==> src/rtl/apple1_pkg.sv <==
// Shared encodings for the apple1 button conditioner: debounce-channel and
// reset-sequencer state machines, plus a counter sizing helper.
package apple1_pkg;

  localparam int NUM_BUTTONS = 3;

  typedef enum logic [1:0] {
    CH_UP        = 2'd0,
    CH_WAIT_DOWN = 2'd1,
    CH_DOWN      = 2'd2,
    CH_WAIT_UP   = 2'd3
  } ch_state_t;

  typedef enum logic [1:0] {
    RST_HOLD    = 2'd0,
    RST_STRETCH = 2'd1,
    RST_RUN     = 2'd2
  } rst_state_t;

  // Counter width for a terminal count of n; never narrower than one bit.
  function automatic int cnt_width(input int n);
    return (n <= 2) ? 1 : $clog2(n);
  endfunction

endpackage

==> src/rtl/button_conditioner_if.sv <==
// Button conditioner bundle: raw buttons in, debounced levels, edge pulses,
// conditioned core reset and FSM debug visibility out.
interface button_conditioner_if import apple1_pkg::*; ();

  // No handshake: every output is a registered level or a one-cycle pulse,
  // valid on every clk25 cycle; consumers sample them synchronously.
  logic [NUM_BUTTONS-1:0]   button_n;
  logic [NUM_BUTTONS-1:0]   btn_level;
  logic [NUM_BUTTONS-1:0]   btn_press;
  logic [NUM_BUTTONS-1:0]   btn_release;
  logic                     sys_rst_n;

  // Debug: per-channel FSM state (2 bits each), next debounced level, reset FSM state.
  logic [2*NUM_BUTTONS-1:0] ch_state;
  logic [NUM_BUTTONS-1:0]   level_next;
  rst_state_t               rst_state;

  modport master (
    input  button_n,
    output btn_level, btn_press, btn_release, sys_rst_n,
    output ch_state, level_next, rst_state
  );

  modport slave (
    output button_n,
    input  btn_level, btn_press, btn_release, sys_rst_n,
    input  ch_state, level_next, rst_state
  );

endinterface

==> src/rtl/button_debounce_ch.sv <==
// One button channel: two-flop synchronizer, stability counter and the
// UP/WAIT_DOWN/DOWN/WAIT_UP debounce FSM with registered level and pulses.
module button_debounce_ch import apple1_pkg::*; #(
  parameter int DEBOUNCE_CYCLES = 250000
) (
  input  logic      clk,
  input  logic      rst_n,
  input  logic      button_n,
  output logic      level,
  output logic      level_next,
  output logic      press_pulse,
  output logic      release_pulse,
  output ch_state_t state
);

  localparam int CW = cnt_width(DEBOUNCE_CYCLES);
  // The sample that enters WAIT_* is stable sample one, so the last count is N-2.
  localparam logic [CW-1:0] CNT_LAST = CW'(DEBOUNCE_CYCLES - 2);

  logic [1:0]    sync_q;
  logic          pressed;
  ch_state_t     state_q, state_d;
  logic [CW-1:0] cnt_q, cnt_d;
  logic          level_q, level_d;
  logic          press_q, press_d;
  logic          release_q, release_d;

  always_ff @(posedge clk or negedge rst_n) begin
    if (!rst_n) begin
      sync_q <= 2'b11;
    end else begin
      sync_q <= {sync_q[0], button_n};
    end
  end

  assign pressed = ~sync_q[1];

  always_ff @(posedge clk or negedge rst_n) begin
    if (!rst_n) begin
      state_q   <= CH_UP;
      cnt_q     <= '0;
      level_q   <= 1'b0;
      press_q   <= 1'b0;
      release_q <= 1'b0;
    end else begin
      state_q   <= state_d;
      cnt_q     <= cnt_d;
      level_q   <= level_d;
      press_q   <= press_d;
      release_q <= release_d;
    end
  end

  always_comb begin
    state_d   = state_q;
    cnt_d     = cnt_q;
    level_d   = level_q;
    press_d   = 1'b0;
    release_d = 1'b0;
    case (state_q)
      CH_UP: begin
        if (pressed) begin
          state_d = CH_WAIT_DOWN;
          cnt_d   = '0;
        end
      end
      CH_WAIT_DOWN: begin
        if (!pressed) begin
          state_d = CH_UP;
        end else if (cnt_q == CNT_LAST) begin
          state_d = CH_DOWN;
          level_d = 1'b1;
          press_d = 1'b1;
        end else begin
          cnt_d = cnt_q + CW'(1);
        end
      end
      CH_DOWN: begin
        if (!pressed) begin
          state_d = CH_WAIT_UP;
          cnt_d   = '0;
        end
      end
      CH_WAIT_UP: begin
        if (pressed) begin
          state_d = CH_DOWN;
        end else if (cnt_q == CNT_LAST) begin
          state_d   = CH_UP;
          level_d   = 1'b0;
          release_d = 1'b1;
        end else begin
          cnt_d = cnt_q + CW'(1);
        end
      end
      default: begin
        state_d = CH_UP;
        cnt_d   = '0;
        level_d = 1'b0;
      end
    endcase
  end

  assign level         = level_q;
  assign level_next    = level_d;
  assign press_pulse   = press_q;
  assign release_pulse = release_q;
  assign state         = state_q;

endmodule

==> src/rtl/button_conditioner.sv <==
// Three debounced DE0 buttons plus a reset sequencer that turns button 0 into
// a stretched, glitch-free active-low reset for the apple1 core.
module button_conditioner import apple1_pkg::*; #(
  parameter int DEBOUNCE_CYCLES = 250000,
  parameter int RESET_STRETCH   = 65536
) (
  input  logic                 clk25,
  input  logic                 rst_n,
  button_conditioner_if.master bus
);

  localparam int SW = cnt_width(RESET_STRETCH);
  localparam logic [SW-1:0] STRETCH_LAST = SW'(RESET_STRETCH - 1);

  logic [NUM_BUTTONS-1:0]   level;
  logic [NUM_BUTTONS-1:0]   level_next;
  logic [NUM_BUTTONS-1:0]   press;
  logic [NUM_BUTTONS-1:0]   release_v;
  logic [2*NUM_BUTTONS-1:0] ch_state_v;

  for (genvar i = 0; i < NUM_BUTTONS; i++) begin : g_ch
    ch_state_t st;

    button_debounce_ch #(
      .DEBOUNCE_CYCLES(DEBOUNCE_CYCLES)
    ) u_ch (
      .clk           (clk25),
      .rst_n         (rst_n),
      .button_n      (bus.button_n[i]),
      .level         (level[i]),
      .level_next    (level_next[i]),
      .press_pulse   (press[i]),
      .release_pulse (release_v[i]),
      .state         (st)
    );

    assign ch_state_v[2*i +: 2] = st;
  end

  assign bus.btn_level   = level;
  assign bus.btn_press   = press;
  assign bus.btn_release = release_v;
  assign bus.ch_state    = ch_state_v;
  assign bus.level_next  = level_next;

  rst_state_t    rst_state_q, rst_state_d;
  logic [SW-1:0] rst_cnt_q, rst_cnt_d;
  logic          sys_rst_q, sys_rst_d;

  // Power-on starts mid-sequence in STRETCH so rst_n release yields a full pulse.
  always_ff @(posedge clk25 or negedge rst_n) begin
    if (!rst_n) begin
      rst_state_q <= RST_STRETCH;
      rst_cnt_q   <= '0;
      sys_rst_q   <= 1'b0;
    end else begin
      rst_state_q <= rst_state_d;
      rst_cnt_q   <= rst_cnt_d;
      sys_rst_q   <= sys_rst_d;
    end
  end

  // HOLD/STRETCH follow button 0's level as it is being registered, so the
  // stretch begins on the same edge btn_level[0] falls. RUN reacts to the
  // registered press pulse, which drops sys_rst_n the cycle after the pulse.
  always_comb begin
    rst_state_d = rst_state_q;
    rst_cnt_d   = rst_cnt_q;
    case (rst_state_q)
      RST_HOLD: begin
        if (!level_next[0]) begin
          rst_state_d = RST_STRETCH;
          rst_cnt_d   = '0;
        end
      end
      RST_STRETCH: begin
        if (level_next[0]) begin
          rst_state_d = RST_HOLD;
        end else if (rst_cnt_q == STRETCH_LAST) begin
          rst_state_d = RST_RUN;
        end else begin
          rst_cnt_d = rst_cnt_q + SW'(1);
        end
      end
      RST_RUN: begin
        if (press[0]) begin
          rst_state_d = RST_HOLD;
        end
      end
      default: begin
        rst_state_d = RST_HOLD;
      end
    endcase
    sys_rst_d = (rst_state_d == RST_RUN);
  end

  assign bus.sys_rst_n = sys_rst_q;
  assign bus.rst_state = rst_state_q;

endmodule

==> src/flat_wrapper.sv <==
// flat-port wrapper written by rule: the top's interface ports become plain ports
module button_conditioner_flat import apple1_pkg::*;
#(
  parameter int DEBOUNCE_CYCLES = 250000,
  parameter int RESET_STRETCH   = 65536
)
  (clk25, rst_n, bus_button_n, bus_btn_level, bus_btn_press, bus_btn_release, bus_sys_rst_n, bus_ch_state, bus_level_next, bus_rst_state);
  button_conditioner_if bus_i ();
  input  logic clk25;
  input  logic rst_n;
  input wire logic [$bits(bus_i.button_n)-1:0] bus_button_n;
  output wire logic [$bits(bus_i.btn_level)-1:0] bus_btn_level;
  output wire logic [$bits(bus_i.btn_press)-1:0] bus_btn_press;
  output wire logic [$bits(bus_i.btn_release)-1:0] bus_btn_release;
  output wire logic [$bits(bus_i.sys_rst_n)-1:0] bus_sys_rst_n;
  output wire logic [$bits(bus_i.ch_state)-1:0] bus_ch_state;
  output wire logic [$bits(bus_i.level_next)-1:0] bus_level_next;
  output wire logic [$bits(bus_i.rst_state)-1:0] bus_rst_state;
  assign bus_i.button_n = bus_button_n;
  assign bus_btn_level = bus_i.btn_level;
  assign bus_btn_press = bus_i.btn_press;
  assign bus_btn_release = bus_i.btn_release;
  assign bus_sys_rst_n = bus_i.sys_rst_n;
  assign bus_ch_state = bus_i.ch_state;
  assign bus_level_next = bus_i.level_next;
  assign bus_rst_state = bus_i.rst_state;
  button_conditioner #(.DEBOUNCE_CYCLES(DEBOUNCE_CYCLES), .RESET_STRETCH(RESET_STRETCH)) u_core (.clk25(clk25), .rst_n(rst_n), .bus(bus_i));
endmodule
==> config.mk <==
export PLATFORM = sky130hd
export DESIGN_NAME = button_conditioner_flat
export DESIGN_NICKNAME = d
export VERILOG_FILES = /design/src/rtl/apple1_pkg.sv /design/src/rtl/button_conditioner_if.sv /design/src/rtl/button_debounce_ch.sv /design/src/rtl/button_conditioner.sv /design/src/flat_wrapper.sv
export SDC_FILE = /design/constraint.sdc
export NUM_CORES = 1
export LEC_CHECK = 0
export ABC_AREA = 1
export CAP_MARGIN = 10
export CELL_PAD_IN_SITES_DETAIL_PLACEMENT = 1
export CELL_PAD_IN_SITES_GLOBAL_PLACEMENT = 1
export CORE_MARGIN = 1
export CORE_UTILIZATION = 30
export CTS_BUF_LIST = sky130_fd_sc_hd__clkbuf_8 sky130_fd_sc_hd__clkbuf_16
export DETAILED_ROUTE_END_ITERATION = 16
export PLACE_DENSITY_LB_ADDON = 0.1
export SETUP_SLACK_MARGIN = 0.15
export SLEW_MARGIN = 10
export SYNTH_ARGS = -nofsm -noshare
export SYNTH_HDL_FRONTEND = slang
export SYNTH_HIERARCHICAL = 1
export SYNTH_SLANG_ARGS = --single-unit
==> constraint.sdc <==
create_clock -name clk25 -period 6 [get_ports clk25]
set_input_delay 0.9 -clock clk25 [delete_from_list [all_inputs] [get_ports clk25]]
set_output_delay 0.9 -clock clk25 [all_outputs]
set_load 0.01 [all_outputs]
==> out/qor.yml, run 1 <==
timing:
  worstMarginPinSlew_ns: 1.06
  clock.fmax_mhz: 279
  tns_ns: 0
  fin_crit_sh_pct: 59.7
  whs_ns: 0.358
  finalHoldViolCount: 0
  slew_viol_final: 0
  period_minus_slack_ns: 3.58
  fin_skew_ns: 0.00612
  timing.final.ws_setup_ns: 2.42
  rsz0062_at_grt: "no"
  setup_viol: 0
  slew_headroom_pct: 28.7
critical_path:
  regToRegSetupSlack_ns: 3.18
  regToRegEndpoint: "u_core/rst_cnt_q[15]"
  rr_worst_depth: 11
  criticalPathCategory: "reg2out"
  setup.worst_path.start: "u_core/g_ch[0].u_ch/cnt_q[0]"
  crit_path_end: "bus_level_next[0]"
  cp_max_fo: 6
  crit_path_end_kind: "output pin"
  cp.arrival_ns: 2.68
  required_ns: 5.10
  regToRegStartpoint: "u_core/g_ch[0].u_ch/cnt_q[0]"
  start_kind: "flip-flop"
status:
  status: "complete, no violations"
final_layout:
  fin_util_pct: 34.7
  n_fill_cell: 2298
  diodes: 0
  final_cells: 1069
  ff_latch_area_mm2: 0.00236
  final_area_mm2: 0.00654
  num-nets-final: 816
  drive_gt1_share_pct: 13.1
  synthToLayoutAreaGrowth_pct: 12.6
  multi_input_area_mm2: 0.00300
logic_synthesis:
  syn_nets: 792
  synth_area_mm2: 0.00581
  ys_seq_area_share_pct: 40.6
  synth_top_area_share_pct: 37.5
  synth_commonest_cells: "245 x nand2_1, 94 x nor2_1, 87 x dfrtp_1, 80 x inv_1, 72 x nand3_1"
  ys.flop_type: "dfrtp_1"
  yosysTopAreaCell: "dfrtp_1"
  async_reset_ff_share_pct: 100
  ys_ff_latch: 94
  syn_avg_cell_area_um2: 7.45
  synth.distinct_cells: 37
  yosysWarnings: 6
  synth_edf_count: 0
  synth_area_leaders: "dfrtp_1 37%, nand2_1 16%, nand3_1 6.2%, nor2_1 6.1%, inv_1 5.2%"
  yosysMostFrequentCell: "nand2_1"
  netlist_instances: 780
power:
  leakagePower_nw: 2.94
  ir_worst_vdd_mv: 0.129
  power_mw: 1.28
  p_per_area_mw_per_mm2: 195
clocking:
  tritoncts: "done"
  clk_pin_slew_ns: 0.06
  clock_path_buffers: 2
  cts_buffers: 9
  cts_resized: 0
  post-cts-setup-buffer-count: 0
  clock_sinks: 94
  htreeDepth: 3
  cts_root_buf: "clkbuf_16"
  hold_buffers: 0
  clkLatencyLatePin_ns: 0.36
global_routing:
  antenna_found_initial: 0
  grt_overflow: 0
  grt_util_all_layers_pct: 16.4
  grt_first_pass_wirelength_mm: 26.1
  grt_max_degree: 65
  grt_pass1_vias: 5277
placed_design:
  gp_congestion: 0.814
  place_ws_ns: 2.76
  postPlaceCellArea_mm2: 0.00626
  portBuffers: 25
  hpwlAfterDp_mm: 11.0
  dpl.cell_count: 1053
run:
  maxCapViolations: 0
floorplanning:
  coreArea_mm2: 0.0188
  dieArea_mm2: 0.0199
  io_pins: 26
  start_util_pct: 30.9
  die_x_um: 141
  rows: 50
  fp.dieH_um: 141
detailed_routing:
  first_iter_violations: 211
  num_vias: 4922
  wirelength_mm: 14.7
  route.detailed.drc: 0
  dr.pass1.iters: 4
  viasPerCell: 4.60
  ant_nets: 0
  wl_per_cell_um: 13.8
min_path:
  hp-class: "reg2reg"
-- worst max-delay path: stages (launching register included) --
cell and delay (ns):
dfrtp_1 0.43, inv_1 0.08, ha_1 0.14, nand2_1 0.05, nor2_1 0.21, nand3_1 0.13
nor2_2 0.17, nand4_1 0.11, a21oi_1 0.38, clkdlybuf4s50_1 0.62
-- cell families (layout without fill, tap and decap cells) --
family / after synthesis / count (layout) / share of synthesized area, %
AO/OA/AOI/OAI: 57 / 57 / 7.41
XOR/XNOR: 25 / 25 / 3.77
adder cells (fa/ha/maj): 7 / 7 / 1.51
buffers and inverters: 98 / 127 / 7.71
flip-flops: 94 / 94 / 40.6
AND/OR/NAND/NOR: 499 / 499 / 39.0
-- flip-flops by register name, summed over array words and instances, names as in the netlist, named ones only --
signal                          flops
u_core/bus.rst_state                2
u_core/bus.sys_rst_n                1
u_core/g_ch.u_ch/cnt_q             54
u_core/g_ch.u_ch/level              3
u_core/g_ch.u_ch/press_pulse        3
u_core/g_ch.u_ch/release_pulse      3
u_core/g_ch.u_ch/state              3
u_core/g_ch.u_ch/sync_q             6
u_core/rst_cnt_q                   16
-- layer usage --
metal / GRT usage (%) / up-vias / wire, um
met1: 21.3 / 2374 / 7270
met5: 0 / - / 0
li1: - / 2501 / -
met4: 4.81 / 0 / 186
met2: 27.5 / 36 / 6950
met3: 3.06 / 11 / 336
-- worst min-delay path by stage --
| stage | startpoint | end | slack [ns] | depth (start not counted) |
|---|---|---|---|---|
| after floorplan | u_core/g_ch[0].u_ch/sync_q[0] | u_core/g_ch[0].u_ch/sync_q[1] | 0.35 | 0 |
| after CTS | u_core/g_ch[2].u_ch/sync_q[0] | u_core/g_ch[2].u_ch/sync_q[1] | 0.36 | 0 |
| after global routing | u_core/g_ch[2].u_ch/sync_q[0] | u_core/g_ch[2].u_ch/sync_q[1] | 0.36 | 0 |
| after detailed placement | u_core/g_ch[2].u_ch/sync_q[0] | u_core/g_ch[2].u_ch/sync_q[1] | 0.35 | 0 |
| after global placement | u_core/g_ch[2].u_ch/sync_q[0] | u_core/g_ch[2].u_ch/sync_q[1] | 0.35 | 0 |
| final | u_core/g_ch[2].u_ch/sync_q[0] | u_core/g_ch[2].u_ch/sync_q[1] | 0.36 | 0 |
-- final cells by class --
cell class	count	area share, %
Sequential cell	94	36.1
Tap cell	260	4.97
Timing Repair Buffer	26	3.90
Multi-Input combinational cell	588	45.9
Inverter	85	4.88
Clock buffer	11	3.86
Clock inverter	5	0.402
-- where the power goes --
part / switching (mW) / leakage, nW / internal (mW)
clock: 0.255 / 0.148 / 0.300
sequential: 0.0153 / 1.27 / 0.645
combinational: 0.0419 / 1.53 / 0.0187
total: 0.312 / 2.94 / 0.964
-- placed cells by master (no fill, tap or decap), drive strengths merged --
cell,count
nand2,270
and2,5
a21boi,2
nor3b,1
nor3,11
a21oi,3
nand4,20
clkinv,3
o21bai,9
clkdlybuf4s50,24
dfrtp,87
a21o,2
ha,7
a31o,1
inv,87
buf,2
nor2,112
xor2,21
nand3,76
xnor2,4
o21ai,40
or2,4
clkbuf,11
dfstp,7
No activity file was read; power rests on OpenSTA's default activity.
==> run 2, diff against run 1 <==
==> constraint.sdc (replaced) <==
create_clock -name clk25 -period 3.45 [get_ports clk25]
set_input_delay 0.5175 -clock clk25 [delete_from_list [all_inputs] [get_ports clk25]]
set_output_delay 0.5175 -clock clk25 [all_outputs]
set_load 0.01 [all_outputs]
==> out/qor.yml, run 2 (synthesis gave the netlist of run 1 again) <==
status:
  status: "complete, no violations"
detailed_routing:
  wirelength_mm: 14.8  # +0.26%
  viasPerCell: 4.61  # about the same
  ant_nets: 0  # unchanged
  dr.pass1.iters: 4  # unchanged
  route.detailed.drc: 0  # unchanged
  num_vias: 4940  # +0.37%
  first_iter_violations: 185  # -12%
  wl_per_cell_um: 13.8  # about the same
floorplanning:
  start_util_pct: 30.9  # unchanged
  io_pins: 26  # unchanged
  coreArea_mm2: 0.0188  # unchanged
  fp.dieH_um: 141  # unchanged
  dieArea_mm2: 0.0199  # unchanged
  rows: 50  # unchanged
  die_x_um: 141  # unchanged
timing:
  slew_headroom_pct: 32.7  # +4.0 points
  clock.fmax_mhz: 335
  slew_viol_final: 0  # unchanged
  finalHoldViolCount: 0  # unchanged
  tns_ns: 0  # unchanged
  whs_ns: 0.244  # -0.114 ns
  period_minus_slack_ns: 2.99
  setup_viol: 0  # unchanged
  fin_skew_ns: 0.00957  # +0.00345 ns
  worstMarginPinSlew_ns: 1.01  # -0.0596 ns
  fin_crit_sh_pct: 86.6
  timing.final.ws_setup_ns: 0.464  # -1.95 ns
  rsz0062_at_grt: "no"
critical_path:
  start_kind: "flip-flop"
  criticalPathCategory: "reg2out"
  required_ns: 2.93  # -2.17 ns
  setup.worst_path.start: "u_core/g_ch[0].u_ch/cnt_q[0]"
  cp_max_fo: 6  # unchanged
  cp.arrival_ns: 2.47  # -0.21 ns
  crit_path_end_kind: "output pin"
  regToRegStartpoint: "u_core/g_ch[0].u_ch/cnt_q[0]"
placed_design:
  place_ws_ns: 0.789  # -1.97 ns
  postPlaceCellArea_mm2: 0.00628  # +0.36%
  dpl.cell_count: 1056  # +0.28%
  portBuffers: 25  # unchanged
  hpwlAfterDp_mm: 11.1  # +1.7%
  gp_congestion: 0.807  # -0.82%
power:
  swShare_pct: 22.7  # -1.8 points
  power_frac_clock_pct: 47.8  # +4.3 points
  p_per_area_mw_per_mm2: 363  # +86%
  switching_power_mw: 0.546  # +75%
  leakagePower_nw: 2.97  # +1.0%
  internal-power_mw: 1.86  # +93%
  pwr-share-seq_pct: 47.8  # -3.9 points
  power_mw: 2.41  # +89%
  comb_power_share_pct: 4.4  # -0.3 points
  ir_worst_vdd_mv: 0.246  # +90%
final_layout:
  largest_reg_flops: 54  # unchanged
  drive_gt1_share_pct: 13.5  # +0.44 points
  reg_top3: "u_core/g_ch.u_ch/cnt_q: 54 flops, u_core/rst_cnt_q: 16 flops, u_core/g_ch.u_ch/sync_q: 6 flops"
  final_area_mm2: 0.00662  # +1.3%
  num-nets-final: 819  # +0.37%
  final_common_cell: "nand2_1"
  synthToLayoutAreaGrowth_pct: 14.0
  fin_util_pct: 35.2  # +0.44 points
  final_cells: 1072  # +0.28%
  top_register: "u_core/g_ch.u_ch/cnt_q"
  final_cell_mix: "245 x nand2_1, 94 x nor2_1, 87 x dfrtp_1"
  diodes: 0  # unchanged
global_routing:
  grt_max_degree: 58  # -11%
  grt_overflow: 0  # unchanged
  antenna_found_initial: 0  # unchanged
  grt_util_all_layers_pct: 16.2  # -0.17 points
  grt_pass1_vias: 5224  # -1.0%
  grt_first_pass_wirelength_mm: 25.9  # -0.87%
clocking:
  tritoncts: "done"
  cts_buffers: 9  # unchanged
  clock_path_buffers: 2  # unchanged
  cts_resized: 0  # unchanged
  hold_buffers: 0  # unchanged
  clk_pin_slew_ns: 0.07  # about the same
  cts_root_buf: "clkbuf_16"
  post-cts-setup-buffer-count: 0  # unchanged
  clkLatencyLatePin_ns: 0.34  # -0.02 ns
  clock_sinks: 94  # unchanged
  htreeDepth: 3  # unchanged
min_path:
  hp-class: "in2async"
run:
  maxCapViolations: 0  # unchanged
-- run 2: changes by cell type in the layout (fill, tap and decap cells not counted) --
cell,change
buf_4,+3
bufinv_16,+3
clkbuf_8,-2
clkinv_2,-1
clkinv_4,-1
clkinvlp_4,+2
inv_1,-1
-- run 2: layout make-up --
cell class                 instances  area (um2)
sequential                        94        2360
clock buffer                       9         225
timing repair buffer              29         278
multi-input combinational        588        3000
inverter                          85         319
fill                            2293       12200
tap                              260         325
clock inverter                     7         114
-- run 2: worst max-delay path, cell delays in order (launching register included) --
cell	delay [ns]
dfrtp_1	0.43
inv_1	0.09
ha_1	0.15
nand2_1	0.05
nor2_1	0.17
nand3_1	0.11
nor2_2	0.18
nand4_1	0.11
a21oi_1	0.14
buf_4	0.15
clkdlybuf4s50_1	0.54
-- run 2: power by group through the flow --
stage	clock network (mW)	logic, mW	registers (mW)
after floorplan	0	0.0686	1.16
after global placement	0	0.108	1.17
after detailed placement	0	0.112	1.17
after CTS	1.20	0.112	1.15
after global routing	1.23	0.123	1.15
final	1.15	0.107	1.15
-- run 2: final timing paths --
check,slack [ns],to,cells past startpoint
setup / recovery,0.46,bus_level_next[0],10
hold / removal,0.24,u_core/g_ch[2].u_ch/cnt_q[14],1
setup reg to reg,1.01,u_core/rst_cnt_q[2],15
hold reg to reg,0.37,u_core/g_ch[1].u_ch/sync_q[1],0
max in group asynchronous,2.35,u_core/g_ch[0].u_ch/sync_q[0],2
min in group clk25,0.37,u_core/g_ch[1].u_ch/sync_q[1],0
-- run 2: metal layers --
metal  GRT usage [%]  vias to the layer above  part of all wire [%]
met5               0                        -                     0
met2            26.9                       40                    47
met3            2.34                       13                   1.8
met1            21.7                     2368                    50
met4            4.86                        0                   1.2
li1                -                     2519                     -
==> run 3, diff against run 2 <==
--- a/config.mk
+++ b/config.mk
@@ -7,8 +7,8 @@
 export LEC_CHECK = 0
 export ABC_AREA = 1
 export CAP_MARGIN = 10
-export CELL_PAD_IN_SITES_DETAIL_PLACEMENT = 1
-export CELL_PAD_IN_SITES_GLOBAL_PLACEMENT = 1
+export CELL_PAD_IN_SITES_DETAIL_PLACEMENT = 2
+export CELL_PAD_IN_SITES_GLOBAL_PLACEMENT = 2
 export CORE_MARGIN = 1
 export CORE_UTILIZATION = 30
 export CTS_BUF_LIST = sky130_fd_sc_hd__clkbuf_8 sky130_fd_sc_hd__clkbuf_16
==> out/qor.yml, run 3 (synthesis gave the netlist of run 1 again) <==
status:
  status: "complete, no violations"
global_routing:
  grt_first_pass_wirelength_mm: 29.5  # +14%
  antenna_found_initial: 0  # unchanged
  grt_util_all_layers_pct: 18.8  # +2.6 points
  grt_max_degree: 58  # unchanged
  grt_overflow: 0  # unchanged
  grt_pass1_vias: 5833  # +12%
clocking:
  tritoncts: "done"
  htreeDepth: 3  # unchanged
  clk_pin_slew_ns: 0.08  # about the same
  clock_path_buffers: 2  # unchanged
  clkLatencyLatePin_ns: 0.36  # +0.02 ns
  cts_buffers: 9  # unchanged
  clock_sinks: 94  # unchanged
  post-cts-setup-buffer-count: 0  # unchanged
  cts_root_buf: "clkbuf_16"
critical_path:
  setup.worst_path.start: "u_core/g_ch[0].u_ch/cnt_q[0]"
  cp_max_fo: 6  # unchanged
  start_kind: "flip-flop"
  crit_path_end_kind: "output pin"
  regToRegStartpoint: "u_core/g_ch[0].u_ch/cnt_q[0]"
  criticalPathCategory: "reg2out"
  cp.arrival_ns: 2.49  # +0.02 ns
  required_ns: 2.93  # about the same
run:
  maxCapViolations: 0  # unchanged
power:
  p_per_area_mw_per_mm2: 363  # about the same
  ir_worst_vdd_mv: 0.203  # -17%
  leakagePower_nw: 2.97  # -0.14%
timing:
  rsz0062_at_grt: "no"
  slew_headroom_pct: 26.5  # -6.3 points
  fin_crit_sh_pct: 87.3  # +0.70 points
  clock.fmax_mhz: 332  # -0.80%
  tns_ns: 0  # unchanged
  worstMarginPinSlew_ns: 1.10  # +0.0937 ns
  slew_viol_final: 0  # unchanged
  period_minus_slack_ns: 3.01  # +0.0241 ns
  finalHoldViolCount: 0  # unchanged
  fin_skew_ns: 0.0118  # +0.00220 ns
  setup_viol: 0  # unchanged
  timing.final.ws_setup_ns: 0.439  # -0.0241 ns
detailed_routing:
  ant_nets: 0  # unchanged
  dr.pass1.iters: 4  # unchanged
  wl_per_cell_um: 16.0  # +16%
  num_vias: 5151  # +4.3%
  viasPerCell: 4.81  # +4.3%
  first_iter_violations: 159  # -14%
  route.detailed.drc: 0  # unchanged
  wirelength_mm: 17.1  # +16%
final_layout:
  drive_gt1_share_pct: 13.8  # +0.25 points
  final_area_mm2: 0.00662  # about the same
  reg_top3: "u_core/g_ch.u_ch/cnt_q: 54 flops, u_core/rst_cnt_q: 16 flops, u_core/g_ch.u_ch/sync_q: 6 flops"
  final_cells: 1072  # unchanged
  diodes: 0  # unchanged
  largest_reg_flops: 54  # unchanged
  num-nets-final: 819  # unchanged
  top_register: "u_core/g_ch.u_ch/cnt_q"
  final_cell_mix: "245 x nand2_1, 94 x nor2_1, 87 x dfrtp_1"
  fin_util_pct: 35.2  # about the same
  final_common_cell: "nand2_1"
  synthToLayoutAreaGrowth_pct: 14.0  # about the same
floorplanning:
  start_util_pct: 30.9  # unchanged
  rows: 50  # unchanged
  fp.dieH_um: 141  # unchanged
  coreArea_mm2: 0.0188  # unchanged
  io_pins: 26  # unchanged
  dieArea_mm2: 0.0199  # unchanged
  die_x_um: 141  # unchanged
placed_design:
  postPlaceCellArea_mm2: 0.00628  # unchanged
  gp_congestion: 0.774  # -4.1%
  hpwlAfterDp_mm: 12.8  # +15%
  dpl.cell_count: 1056  # unchanged
  portBuffers: 25  # unchanged
  place_ws_ns: 0.673  # -0.116 ns
min_path:
  hp-class: "in2async"
run 3: critical path: stages, from the launching register on:
cell	delay [ns]
dfrtp_1	0.44
inv_1	0.09
ha_1	0.14
nand2_1	0.05
nor2_1	0.15
nand3_1	0.11
nor2_2	0.15
nand4_1	0.13
a21oi_2	0.30
clkdlybuf4s50_1	0.60
run 3: power breakdown:
group,leakage [nW],switching [mW],internal [mW]
Sequential,1.27,0.0282,1.12
Clock,0.159,0.483,0.661
Combinational,1.54,0.0780,0.0342
run 3: layout make-up:
cell class	count	area, um2
multi-input combinational	588	3000
fill	2230	12200
sequential	94	2360
tap	260	325
inverter	85	319
clock buffer	10	239
timing repair buffer	29	278
clock inverter	6	93.8
run 3: path summary, 6_finish.rpt:
kind	end	slack (ns)	cells past startpoint
max	bus_level_next[0]	0.44	9
min	u_core/g_ch[2].u_ch/cnt_q[11]	0.23	1
max reg2reg	u_core/rst_cnt_q[6]	0.87	13
min reg2reg	u_core/g_ch[2].u_ch/sync_q[1]	0.36	0
max in group asynchronous	u_core/bus.rst_state[0]	2.29	2
min in group clk25	u_core/g_ch[2].u_ch/sync_q[1]	0.36	0
run 3: metrics by stage:
| step | power [mW] | hold WS (ns) |
|---|---|---|
| final | 2.41 | 0.229 |
| after global routing | 2.50 | 0.280 |
| after CTS | 2.46 | 0.271 |
| after detailed placement | 1.29 | 0.348 |
| after global placement | 1.28 | 0.352 |
| after floorplan | 1.23 | 0.222 |
run 3: layer usage:
metal	vias up	track usage, %	part of all wire [%]
met5	-	0	0
met4	0	4.63	1.1
met1	2582	23.0	46
met2	39	33.9	51
met3	13	3.53	2.4
li1	2517	-	-
run 3: repair_timing:
| action | CTS | global route |
|---|---|---|
| hold endpoints to repair | 0 | 0 |
| endpoints found under the setup margin | 0 | 1 |
| hold buffers | 0 | 0 |
| resized for setup | 0 | 1 |
